`src/rtl/multi_cycle_shift_unit.sv`:
```
// multi_cycle_shift_unit: iterative SLL/SRL/SRA that shifts STEP bit positions
// per cycle. It trades latency for barrel-shifter area and sits beside the
// integer unit. Result holds its value until the next accepted Start.
module multi_cycle_shift_unit #(
    parameter int XLEN    = 32,
    parameter int STEP    = 1,
    parameter int SHAMT_W = $clog2(XLEN)
) (
    input  logic               clk,
    input  logic               rst_n,
    input  logic               Start,
    input  logic               Flush,
    input  logic [XLEN-1:0]    Word,
    input  logic [SHAMT_W-1:0] Shamt,
    input  logic               SignExtend,
    input  logic               ShiftRight,
    output logic               Ready,
    output logic               Done,
    output logic [XLEN-1:0]    Result
);

    typedef enum logic [1:0] {
        IDLE  = 2'd0,
        SHIFT = 2'd1,
        DONE  = 2'd2
    } state_t;

    typedef struct packed {
        logic right;
        logic arith;
    } mode_t;

    localparam logic [SHAMT_W-1:0] STEP_K = SHAMT_W'(STEP);

    state_t             state;
    mode_t              mode;
    logic [XLEN-1:0]    acc;
    logic [SHAMT_W-1:0] count;
    logic [SHAMT_W-1:0] k;
    logic [SHAMT_W-1:0] countNext;
    logic [XLEN-1:0]    stepped;
    logic               accept;

    assign Ready  = (state != SHIFT);
    assign Done   = (state == DONE);
    assign Result = acc;
    assign accept = Start && Ready && !Flush;

    // Per-cycle step size: never shift past the remaining count, so no underflow
    always_comb begin
        k         = (count < STEP_K) ? count : STEP_K;
        countNext = count - k;
    end

    // Small shifter: selects among 0..STEP positions instead of a full barrel
    always_comb begin
        stepped = acc;
        for (int unsigned i = 1; i <= STEP; i++) begin
            if (k == SHAMT_W'(i)) begin
                if (!mode.right) begin
                    stepped = acc << i;
                end else if (mode.arith) begin
                    stepped = XLEN'($signed(acc) >>> i);
                end else begin
                    stepped = acc >> i;
                end
            end
        end
    end

    // Control FSM and datapath registers; Flush wins over Start
    always_ff @(posedge clk or negedge rst_n) begin
        if (!rst_n) begin
            state <= IDLE;
            acc   <= '0;
            count <= '0;
            mode  <= '0;
        end else if (Flush) begin
            state <= IDLE;
            count <= '0;
        end else if (accept) begin
            acc        <= Word;
            count      <= Shamt;
            mode.right <= ShiftRight;
            mode.arith <= ShiftRight & SignExtend;
            state      <= (Shamt == '0) ? DONE : SHIFT;
        end else begin
            case (state)
                SHIFT: begin
                    acc   <= stepped;
                    count <= countNext;
                    if (countNext == '0) begin
                        state <= DONE;
                    end
                end
                DONE:    state <= IDLE;
                default: state <= IDLE;
            endcase
        end
    end

endmodule

```
`config.mk`:
```
export PLATFORM = sky130hd
export DESIGN_NAME = multi_cycle_shift_unit
export DESIGN_NICKNAME = d
export VERILOG_FILES = /design/src/rtl/multi_cycle_shift_unit.sv
export SDC_FILE = /design/constraint.sdc
export NUM_CORES = 1
export LEC_CHECK = 0
export CAP_MARGIN = 20
export CORE_ASPECT_RATIO = 0.7
export CORE_MARGIN = 10
export CORE_UTILIZATION = 35
export CTS_BUF_LIST = sky130_fd_sc_hd__clkbuf_8 sky130_fd_sc_hd__clkbuf_16
export DETAILED_ROUTE_END_ITERATION = 12
export HOLD_SLACK_MARGIN = 0.12
export PLACE_DENSITY = 0.62
export SYNTH_ARGS = -nofsm -noshare
export SYNTH_HDL_FRONTEND = slang
export SYNTH_SLANG_ARGS = --single-unit
```
`constraint.sdc`:
```
create_clock -name clk -period 2.1 [get_ports clk]
set_input_delay 0.315 -clock clk [delete_from_list [all_inputs] [get_ports clk]]
set_output_delay 0.315 -clock clk [all_outputs]
set_load 0.02 [all_outputs]
```
# After elaboration in Yosys (flattened, before gate mapping)
# Index checks and enable logic that the tools add are counted.
[classes]
n_shift = 0
mul = 0
bitwise = 2
eq_ne = 6
n_lt_le_gt_ge = 1
n_addsub = 1
n_mux = 14
n_div = 0
reduce_logical = 11
[ops]
columns = ["op", "n"]
rows = [
  ["$mux 32", 5],
  ["$mux 5", 4],
  ["$logic_not 5->1", 2],
  ["$mux 2", 5],
  ["$eq 5x1->1 const B", 1],
  ["$lt 5x1->1 const B", 1],
  ["$sub 5x5->5", 1],
  ["$ne 4x4->1 const B", 1],
  ["$reduce_and 4->1", 1],
  ["$reduce_bool 2->1", 2],
  ["$ne 3x2->1 const B", 1],
  ["$reduce_and 3->1", 1],
  ["$reduce_bool 3->1", 1],
  ["$eq 2x1->1 const B", 1],
  ["$eq 2x2->1 const B", 1],
  ["$logic_and 1x1->1", 2],
  ["$ne 2x1->1 const B", 1],
  ["$reduce_and 2->1", 1],
  ["$and 1x1->1", 1],
  ["$logic_not 1->1", 1],
  ["$not 1->1", 1],
]
[word_totals]
register_bits = 41
rom_bits = 0
ramBits = 0
mem_count = 0
out_inout_bits = 34
latch_bits = 0
inputBits = 43

# Logic depth before layout (Yosys ltp)
# Gate-level depths: netlist of run 1.
[depth]
ltp_word = 8
depth_mapped = 8
mapped_depth_nobuf = 7

# Least setup slack after synthesis of run 1
# Ideal clock, no wire load.
[synth_timing]
kind = "register -> register"
startpoint = "register count[3]"
endpoint = "register state[0]"
t_required_ps = 1981
arrival_time_ps = 1719
path_stages_with_launch = 7
setup_slack_ps = 262
cell_sequence = "dfrtp_1 > nor4_1 > or2_2 > ha_1 > nor4b_1 > nand4_1 > and2_1"
[synth_via]
elab_chain_len = 5
[synth_rtl]
columns = ["element", "line", "source"]
rows = [
  ["from (decl)", "38", "logic [SHAMT_W-1:0] count;"],
  ["from (signal assigned)", "83", "count <= Shamt;"],
  ["from (signal assigned)", "91", "count <= countNext;"],
  ["$lt 5x1->1", "51", "k = (count < STEP_K) ? count : STEP_K;"],
  ["$mux 5", "51", ""],
  ["$sub 5x5->5 (*)", "52", "countNext = count - k;"],
  ["$logic_not 5->1 (*)", "92", "if (countNext == '0) begin"],
  ["$ne 4x4->1 (no line) (*)", "-", ""],
  ["to (signal assigned)", "86", "state <= (Shamt == '0) ? DONE : SHIFT;"],
  ["to (decl)", "35", "state_t state;"],
]
# Mark *: on every way between the ends. The rest lies on a longest branch, timed or not.
# A chain may end at the register's enable or synchronous reset.

# Worst setup path in the final report of run 1
# Same ends and word-level chain as after synthesis.

==> results.toml, run 1 <==
[floorplanning]
coreArea_mm2 = 0.00682
die_h_um = 90.4
die_area_mm2 = 0.0109
fp.dieW_um = 121
num_rows = 25
ios = 77
initial_core_util = 0.363

[clock_tree]
cts_made_buffers = 5
cts_setup_buffers = 0
cts_buffer_depth = 2
cts_tree = "yes"
cts.clk_slew.worst_paths_ns = 0.08
cts.sinks = 41
htreeDepth = 2
cts_root_buf = "clkbuf_8"
insertion_delay_ns = 0.29

[final_layout]
fillers = 669
n_antenna_cell = 0
drive_gt1_frac = 0.194
multi_input_area_mm2 = 0.00131
design_area_mm2 = 0.00345
area_delta_synth_final_pct = 39.2
utilization = 0.506
nets = 363
seqCellArea_mm2 = 0.00103

[synthesis]
synth_ff_type = "dfrtp_1"
async_flop_share = 1.00
synthTopCellsByArea = "dfrtp_1 41%, mux2_2 15%, mux2i_1 14%"
synth_top_area_cell = "dfrtp_1"
yosysSeqAreaShare = 0.414
ys_types = 34
syn-mean-instance-area_um2 = 10.3
syn_nets = 285
yosys-top-cells-count = "41 x dfrtp_1, 34 x mux2i_1, 34 x nand2_1"
postSynthCellCount = 241
yosys_warnings = 0
synth_edf_count = 0
synth.most_common_cell = "dfrtp_1"
synth_area_mm2 = 0.00248
synth-seq-cells = 41
netlist.area_leader.share = 0.414

[placed_design]
portBuffers = 76
gp_congestion = 0.813
pre_cts_ws_ns = 0.0726
hpwlAfterDp_mm = 5.07
placed_area_mm2 = 0.00332

[global_routing]
grt_max_degree = 41
grt.overflow.total = 0
grt_pass1_vias = 2040
antenna_found_initial = 0
track_usage = 0.121
grt_pass1_wl_mm = 11.0

[sta]
period_share = 0.944
holdWs_ns = 0.451
setup_violations = 0
max-slew-margin-rel = 0.725
fin_ws_ns = 0.117
min_period_ns = 1.98
skew_ns = 0.00907
fmax_ghz = 0.504
finalHoldViolations = 0
tns_ns = 0
slew_viol_final = 0
worst_pin_slew_ns = 0.408

[setup_path]
worstSetupStartpointType = "flop"
reg2regPathDepth = 6
r2r-end = "state[0]"
path_max_fanout = 5
crit_end = "state[0]"
worstSetupEndpointType = "flop"
r2r_slack_ns = 0.12
crit_type = "reg -> reg"
cp.required_ns = 2.29
cp-startpoint = "count[3]"
cp.arrival_ns = 2.17
reg2reg_from = "count[3]"

[power_and_ir_drop]
p_per_area_mw_per_mm2 = 1190
leakage_nw = 1.59
ir_drop_v = 0.000468

[route]
routed_wl_mm = 6.63
vias_per_cell = 4.85
drc = 0
vias = 2005
routedWlPerCell_um = 16.0
dr.pass1.iters = 4
drt_iter0_drc = 77
ant_nets = 0

[status]
status = "finished, final reports clean"

[worst_hold_path]
hp-class = "in -> async"

[job]
drv_cap = 0
[metrics by stage]
step,power [mW],cells
after global placement,3.56,405
final,4.10,413
after floorplan,2.66,241
after global routing,4.41,413
after CTS,4.14,413
after detailed placement,3.61,405
[critical path: stages, from the launching register on]
cell and delay [ns]:
dfrtp_2 0.46, nor4_4 0.34, or2_2 0.18, ha_1 0.25
nor4b_2 0.29, nand4_1 0.17, and2_1 0.18
[layer usage]
metal | part of all wire | GRT usage
met5 | 0 | 0
met4 | 0.0051 | 0.0240
met3 | 0.067 | 0.0450
met2 | 0.44 | 0.177
met1 | 0.49 | 0.164
[final cells by class]
class	count	area share
clock inverter	1	0.00109
tap	94	0.0341
timing repair buffer	91	0.260
multi-input combinational	177	0.380
clock buffer	6	0.0240
sequential	41	0.298
inverter	3	0.00327
[state kept, by name (all words and copies together), names as in the netlist]
register  count
mode          2
Result       32
count         5
state         2
[power by group]
part	total [mW]	switching [mW]	internal [mW]
registers	1.44	0.342	1.10
logic	2.15	0.990	1.16
clock network	0.520	0.263	0.256
total	4.10	1.60	2.51
[cell usage in the layout, fill, tap and decap left out, drive strengths merged]
master,instances
a211oi,5
a21o,1
a21oi,4
a221o,1
a31oi,2
and2,2
buf,15
clkbuf,6
clkdlybuf4s50,75
dfrtp,41
dlygate4sd3,1
ha,1
inv,4
mux2,32
mux2i,34
nand2,34
nand3,1
nand4,2
nor2,6
nor2b,5
nor3,4
nor3b,1
nor4,3
nor4b,1
o21ai,34
o22a,1
or2,1
or3,1
xnor2,1
[kinds of logic after synthesis]
logic type      after synthesis  share of synthesized area
compound gates               48                      0.109
xor+xnor                      1                    0.00354
fa+ha+maj                     1                    0.00505
buf+inv                      23                     0.0692
flops                        41                      0.414
mux                          66                      0.283
simple gates                 61                      0.116
[worst min path at each step]
stage                from    endpoint  slack (ns)  cells after the start
floorplan           rst_n   Result[0]        0.02                      0
global placement    rst_n  Result[19]        0.23                      1
detailed placement  rst_n  Result[19]        0.23                      1
CTS                 rst_n   Result[6]        0.45                      2
global route        rst_n     mode[0]        0.48                      2
finish              rst_n  Result[30]        0.45                      2
[timing repair]
item / CTS / global route
setup endpoints to repair: 0 / 2
resized for setup: 0 / 5
endpoints found under the hold margin: 11 / 0
hold buffers: 1 / 0
No activity file was read; power rests on OpenSTA's default activity.
==> inputs of run 2 (changes only) <==
--- a/config.mk
+++ b/config.mk
@@ -7,7 +7,7 @@
 export LEC_CHECK = 0
 export CAP_MARGIN = 20
 export CORE_ASPECT_RATIO = 0.7
-export CORE_MARGIN = 10
+export CORE_MARGIN = 4
 export CORE_UTILIZATION = 35
 export CTS_BUF_LIST = sky130_fd_sc_hd__clkbuf_8 sky130_fd_sc_hd__clkbuf_16
 export DETAILED_ROUTE_END_ITERATION = 12
==> results.toml, run 2 (synthesis results as in run 1) <==
[final_layout]
fillers = 657
multi_input_area_mm2 = 0.00129
seqCellArea_mm2 = 0.00103
nets = 364
most-common-layout-cells = "75 x clkdlybuf4s50_1, 41 x dfrtp_1, 34 x mux2i_1, 34 x nand2_1, 32 x mux2_2"
n_antenna_cell = 0
area_delta_synth_final_pct = 38.5
final_common_cell = "clkdlybuf4s50_1"
utilization = 0.503
drive_gt1_frac = 0.190
largest_register_ffs = 32

[clock_tree]
cts_made_buffers = 5
cts_root_buf = "clkbuf_8"
htreeDepth = 2
cts_tree = "yes"
cts.sinks = 41
cts.clk_slew.worst_paths_ns = 0.08
insertion_delay_ns = 0.29
cts_setup_buffers = 0
cts_buffer_depth = 2

[sta]
finalHoldViolations = 0
min_period_ns = 1.99
skew_ns = 0.00682
worst_pin_slew_ns = 0.370
max-slew-margin-rel = 0.751
period_share = 0.948
fmax_ghz = 0.503
setup_violations = 0
slew_viol_final = 0
rsz0062_at_grt = "false"
tns_ns = 0

[route]
ant_nets = 0
drt_iter0_drc = 55
vias = 2024
vias_per_cell = 4.88
dr.pass1.iters = 4
routed_wl_mm = 6.25
routedWlPerCell_um = 15.1
drc = 0

[global_routing]
grt.overflow.total = 0
antenna_found_initial = 0
grt_max_degree = 42
grt_pass1_vias = 1982
grt_pass1_wl_mm = 10.1
track_usage = 0.149

[worst_hold_path]
hp-class = "in -> async"

[placed_design]
gp_congestion = 0.825
hpwlAfterDp_mm = 4.51
portBuffers = 76

[job]
drv_cap = 0

[setup_path]
cpPeakStageDelay_ns = 0.45
worstSetupStartpointType = "flop"
r2r_slack_ns = 0.11
path_max_fanout = 6
crit_type = "reg -> reg"
slowest_stage = "dfrtp_1"
cp.required_ns = 2.29
cp.arrival_ns = 2.18
worstSetupEndpointType = "flop"
worstPathCellList = "nor4_2, or2_2, ha_1, nor4_1, xnor2_1, nand4_1, and2_1"

[power_and_ir_drop]
ir_drop_v = 0.000540
p_per_area_mw_per_mm2 = 1190
leakage_nw = 1.59

[floorplanning]
die_area_mm2 = 0.00851
initial_core_util = 0.363
fp.dieW_um = 109
coreArea_mm2 = 0.00682
num_rows = 25
die_h_um = 78.4
ios = 77

[status]
status = "finished, final reports clean"
## run 2: area by class of cell
| type | count | share of cell area |
|---|---|---|
| clock buffer | 5 | 0.0201 |
| clock inverter | 3 | 0.00401 |
| inverter | 3 | 0.00328 |
| multi-input combinational | 177 | 0.376 |
| sequential | 41 | 0.299 |
| tap | 94 | 0.0343 |
| timing repair buffer | 92 | 0.264 |
## run 2: layer usage
metal  GRT usage  part of all wire
met2       0.226              0.44
met1       0.216              0.51
met3      0.0312             0.046
met5           0                 0
met4      0.0378            0.0094
## run 2: path summary, 6_finish.rpt
kind                               to     start  cells past startpoint
max                          state[0]  count[2]                      7
min                        Result[19]     rst_n                      3
max reg2reg                  state[0]  count[2]                      7
min reg2reg                   mode[0]   mode[0]                      2
max in group asynchronous    count[2]     rst_n                      3
min in group clk              mode[0]   mode[0]                      2
## run 2: where the power goes
group | switching (mW) | total [mW] | internal (mW) | leakage (nW)
clock network | 0.273 | 0.499 | 0.226 | 0.0491
logic | 0.978 | 2.13 | 1.15 | 1.01
registers | 0.344 | 1.44 | 1.10 | 0.531
total | 1.59 | 4.07 | 2.47 | 1.59
## run 2: worst max-delay path, delay by kind of cell (launching register included)
kind	cells	cell delay (ns)
fa+ha+maj	1	0.23
flops	1	0.45
xor+xnor	1	0.21
simple gates	5	1.00
## run 2: per-stage QoR
stage / power (mW) / std cells / hold slack [ns] / setup WS [ns] / cell area, um^2
floorplan: 2.66 / 241 / 0.0194 / 0.262 / 2480
global placement: 3.55 / 406 / 0.308 / 0.0650 / 3330
detailed placement: 3.59 / 406 / 0.313 / 0.0768 / 3330
CTS: 4.11 / 415 / 0.523 / 0.118 / 3420
global route: 4.37 / 415 / 0.552 / 0.0553 / 3430
finish: 4.07 / 415 / 0.517 / 0.110 / 3430
## run 2: what timing repair did
action | CTS | global route
hold buffers | 1 | 0
setup endpoints to repair | 0 | 1
gates resized for setup | 0 | 1
endpoints found under the hold margin | 41 | 0
==> inputs of run 3 (changes only) <==
--- a/config.mk
+++ b/config.mk
@@ -6,13 +6,15 @@
 export NUM_CORES = 1
 export LEC_CHECK = 0
 export CAP_MARGIN = 20
+export CELL_PAD_IN_SITES_DETAIL_PLACEMENT = 2
+export CELL_PAD_IN_SITES_GLOBAL_PLACEMENT = 2
 export CORE_ASPECT_RATIO = 0.7
 export CORE_MARGIN = 4
-export CORE_UTILIZATION = 35
+export CORE_UTILIZATION = 28
 export CTS_BUF_LIST = sky130_fd_sc_hd__clkbuf_8 sky130_fd_sc_hd__clkbuf_16
 export DETAILED_ROUTE_END_ITERATION = 12
 export HOLD_SLACK_MARGIN = 0.12
-export PLACE_DENSITY = 0.62
+export PLACE_DENSITY = 0.78
 export SYNTH_ARGS = -nofsm -noshare
 export SYNTH_HDL_FRONTEND = slang
 export SYNTH_SLANG_ARGS = --single-unit
==> results.toml, run 3 (synthesis results as in run 1) <==
[sta]
fmax_ghz = 0.507
fin_ws_ns = 0.126
worst_pin_slew_ns = 0.591
tns_ns = 0
max-slew-margin-rel = 0.606
min_period_ns = 1.97
slew_viol_final = 0
finalHoldViolations = 0
setup_violations = 0
skew_ns = 0.00461
period_share = 0.940
rsz0062_at_grt = "false"

[final_layout]
area_delta_synth_final_pct = 44.8
n_antenna_cell = 0
fillers = 934
utilization = 0.419
final_common_cell = "clkdlybuf4s50_1"
drive_gt1_frac = 0.214
largest_register_ffs = 32
nets = 370
multi_input_area_mm2 = 0.00131
seqCellArea_mm2 = 0.00103
most-common-layout-cells = "75 x clkdlybuf4s50_1, 40 x dfrtp_1, 34 x mux2i_1, 34 x nand2_1, 32 x mux2_2"
design_area_mm2 = 0.00358

[global_routing]
grt_pass1_vias = 2464
grt_max_degree = 45
grt.overflow.total = 0
grt_pass1_wl_mm = 13.1
antenna_found_initial = 0
track_usage = 0.156

[power_and_ir_drop]
p_sw_frac = 0.385
intPower_mw = 2.73
p_per_area_mw_per_mm2 = 1240
ir_drop_v = 0.000466
leakage_nw = 1.65
clkPwrFrac = 0.166
combPwrFrac = 0.505
switchingPower_mw = 1.71
power_frac_seq = 0.329

[route]
routed_wl_mm = 7.85
vias_per_cell = 4.81
wl_met1_mm = 3.75
ant_nets = 0
top_layer = "met4"
dr.pass1.iters = 4
dr_wl_met2_mm = 3.66
drc = 0
wl_met3_um = 412
drt_iter0_drc = 58
routedWlPerCell_um = 17.6
vias = 2148

[floorplanning]
die_area_mm2 = 0.0104
ios = 77
initial_core_util = 0.290
num_rows = 28
fp.dieW_um = 120
die_h_um = 86.7
coreArea_mm2 = 0.00855

[clock_tree]
cts.sinks = 41
cts.clk_slew.worst_paths_ns = 0.06
cts_root_buf = "clkbuf_16"
htreeDepth = 2
cts_buffer_depth = 2
insertion_delay_ns = 0.28
cts_made_buffers = 5
cts_tree = "yes"

[worst_hold_path]
hp-class = "reg -> reg"

[status]
status = "finished, final reports clean"

[setup_path]
worstPathCellList = "nor4_4, or2_2, ha_1, buf_4, o21ai_0, nor4b_2, nand4_1, and2_1"
slowest_stage = "dfrtp_2"
cp.required_ns = 2.27
cpPeakStageDelay_ns = 0.42
cp.arrival_ns = 2.14
path_max_fanout = 4
worstSetupEndpointType = "flop"
worstSetupStartpointType = "flop"
crit_type = "reg -> reg"

[placed_design]
placed_area_mm2 = 0.00341
gp_congestion = 0.774
portBuffers = 76
hpwlAfterDp_mm = 5.80
pre_cts_ws_ns = -0.0533

[job]
drv_cap = 0
[run 3: cell count changes in the layout (fill, tap and decap cells not counted), sizes merged]
| cell | before | now |
|---|---|---|
| buf | 16 | 22 |
[run 3: timing repair]
item / 4_1_cts / 5_1_grt
resized for setup: 1 / 4
pin swaps: 0 / 1
endpoints found under the hold margin: 21 / 0
endpoints found under the setup margin: 2 / 2
hold buffers: 1 / 0
buffers inserted: 0 / 0
[run 3: per-layer routing]
| layer | track usage | up-vias |
|---|---|---|
| met3 | 0.0431 | 2 |
| met2 | 0.261 | 45 |
| met5 | 0 | - |
| met4 | 0.0226 | 0 |
| met1 | 0.208 | 1077 |
| li1 | - | 1024 |
[run 3: final cells by class]
| class | instances | area share |
|---|---|---|
| inverter | 3 | 0.00314 |
| clock buffer | 5 | 0.0349 |
| clock inverter | 3 | 0.00384 |
| timing repair buffer | 98 | 0.265 |
| multi-input combinational | 177 | 0.365 |
| sequential | 41 | 0.287 |
| tap | 120 | 0.0419 |
[run 3: stage by stage]
step / hold WS (ns) / power [mW] / instances
6_report: 0.531 / 4.44 / 447
4_1_cts: 0.540 / 4.50 / 447
3_3_place_gp: 0.354 / 3.62 / 438
3_5_place_dp: 0.356 / 3.73 / 438
2_1_floorplan: 0.0194 / 2.66 / 241
5_1_grt: 0.571 / 4.77 / 447
[run 3: worst max-delay path, delay by kind of cell (launching register included)]
kind                       cells  cell delay, ns
and+or+nand+nor                5            0.96
AOI/OAI and AO/OA              1            0.11
buffers and inverters          1            0.15
DFF                            1            0.42
adders and majority gates      1            0.23
[run 3: final timing paths]
path,start,endpoint,slack [ns],cells after the start
min,Result[0],Result[0],0.53,2
min in group asynchronous,rst_n,Result[14],0.57,2
min reg2reg,Result[0],Result[0],0.53,2
max in group asynchronous,rst_n,Result[28],0.93,3
max reg2reg,count[4],state[0],0.13,8
max,count[4],state[0],0.13,8
[run 3: power by group through the flow]
stage | registers [mW] | logic, mW | clock network, mW
4_1_cts | 1.47 | 2.27 | 0.756
2_1_floorplan | 1.70 | 0.952 | 0
3_3_place_gp | 1.46 | 2.16 | 0
3_5_place_dp | 1.47 | 2.26 | 0
6_report | 1.46 | 2.24 | 0.735
5_1_grt | 1.53 | 2.44 | 0.804
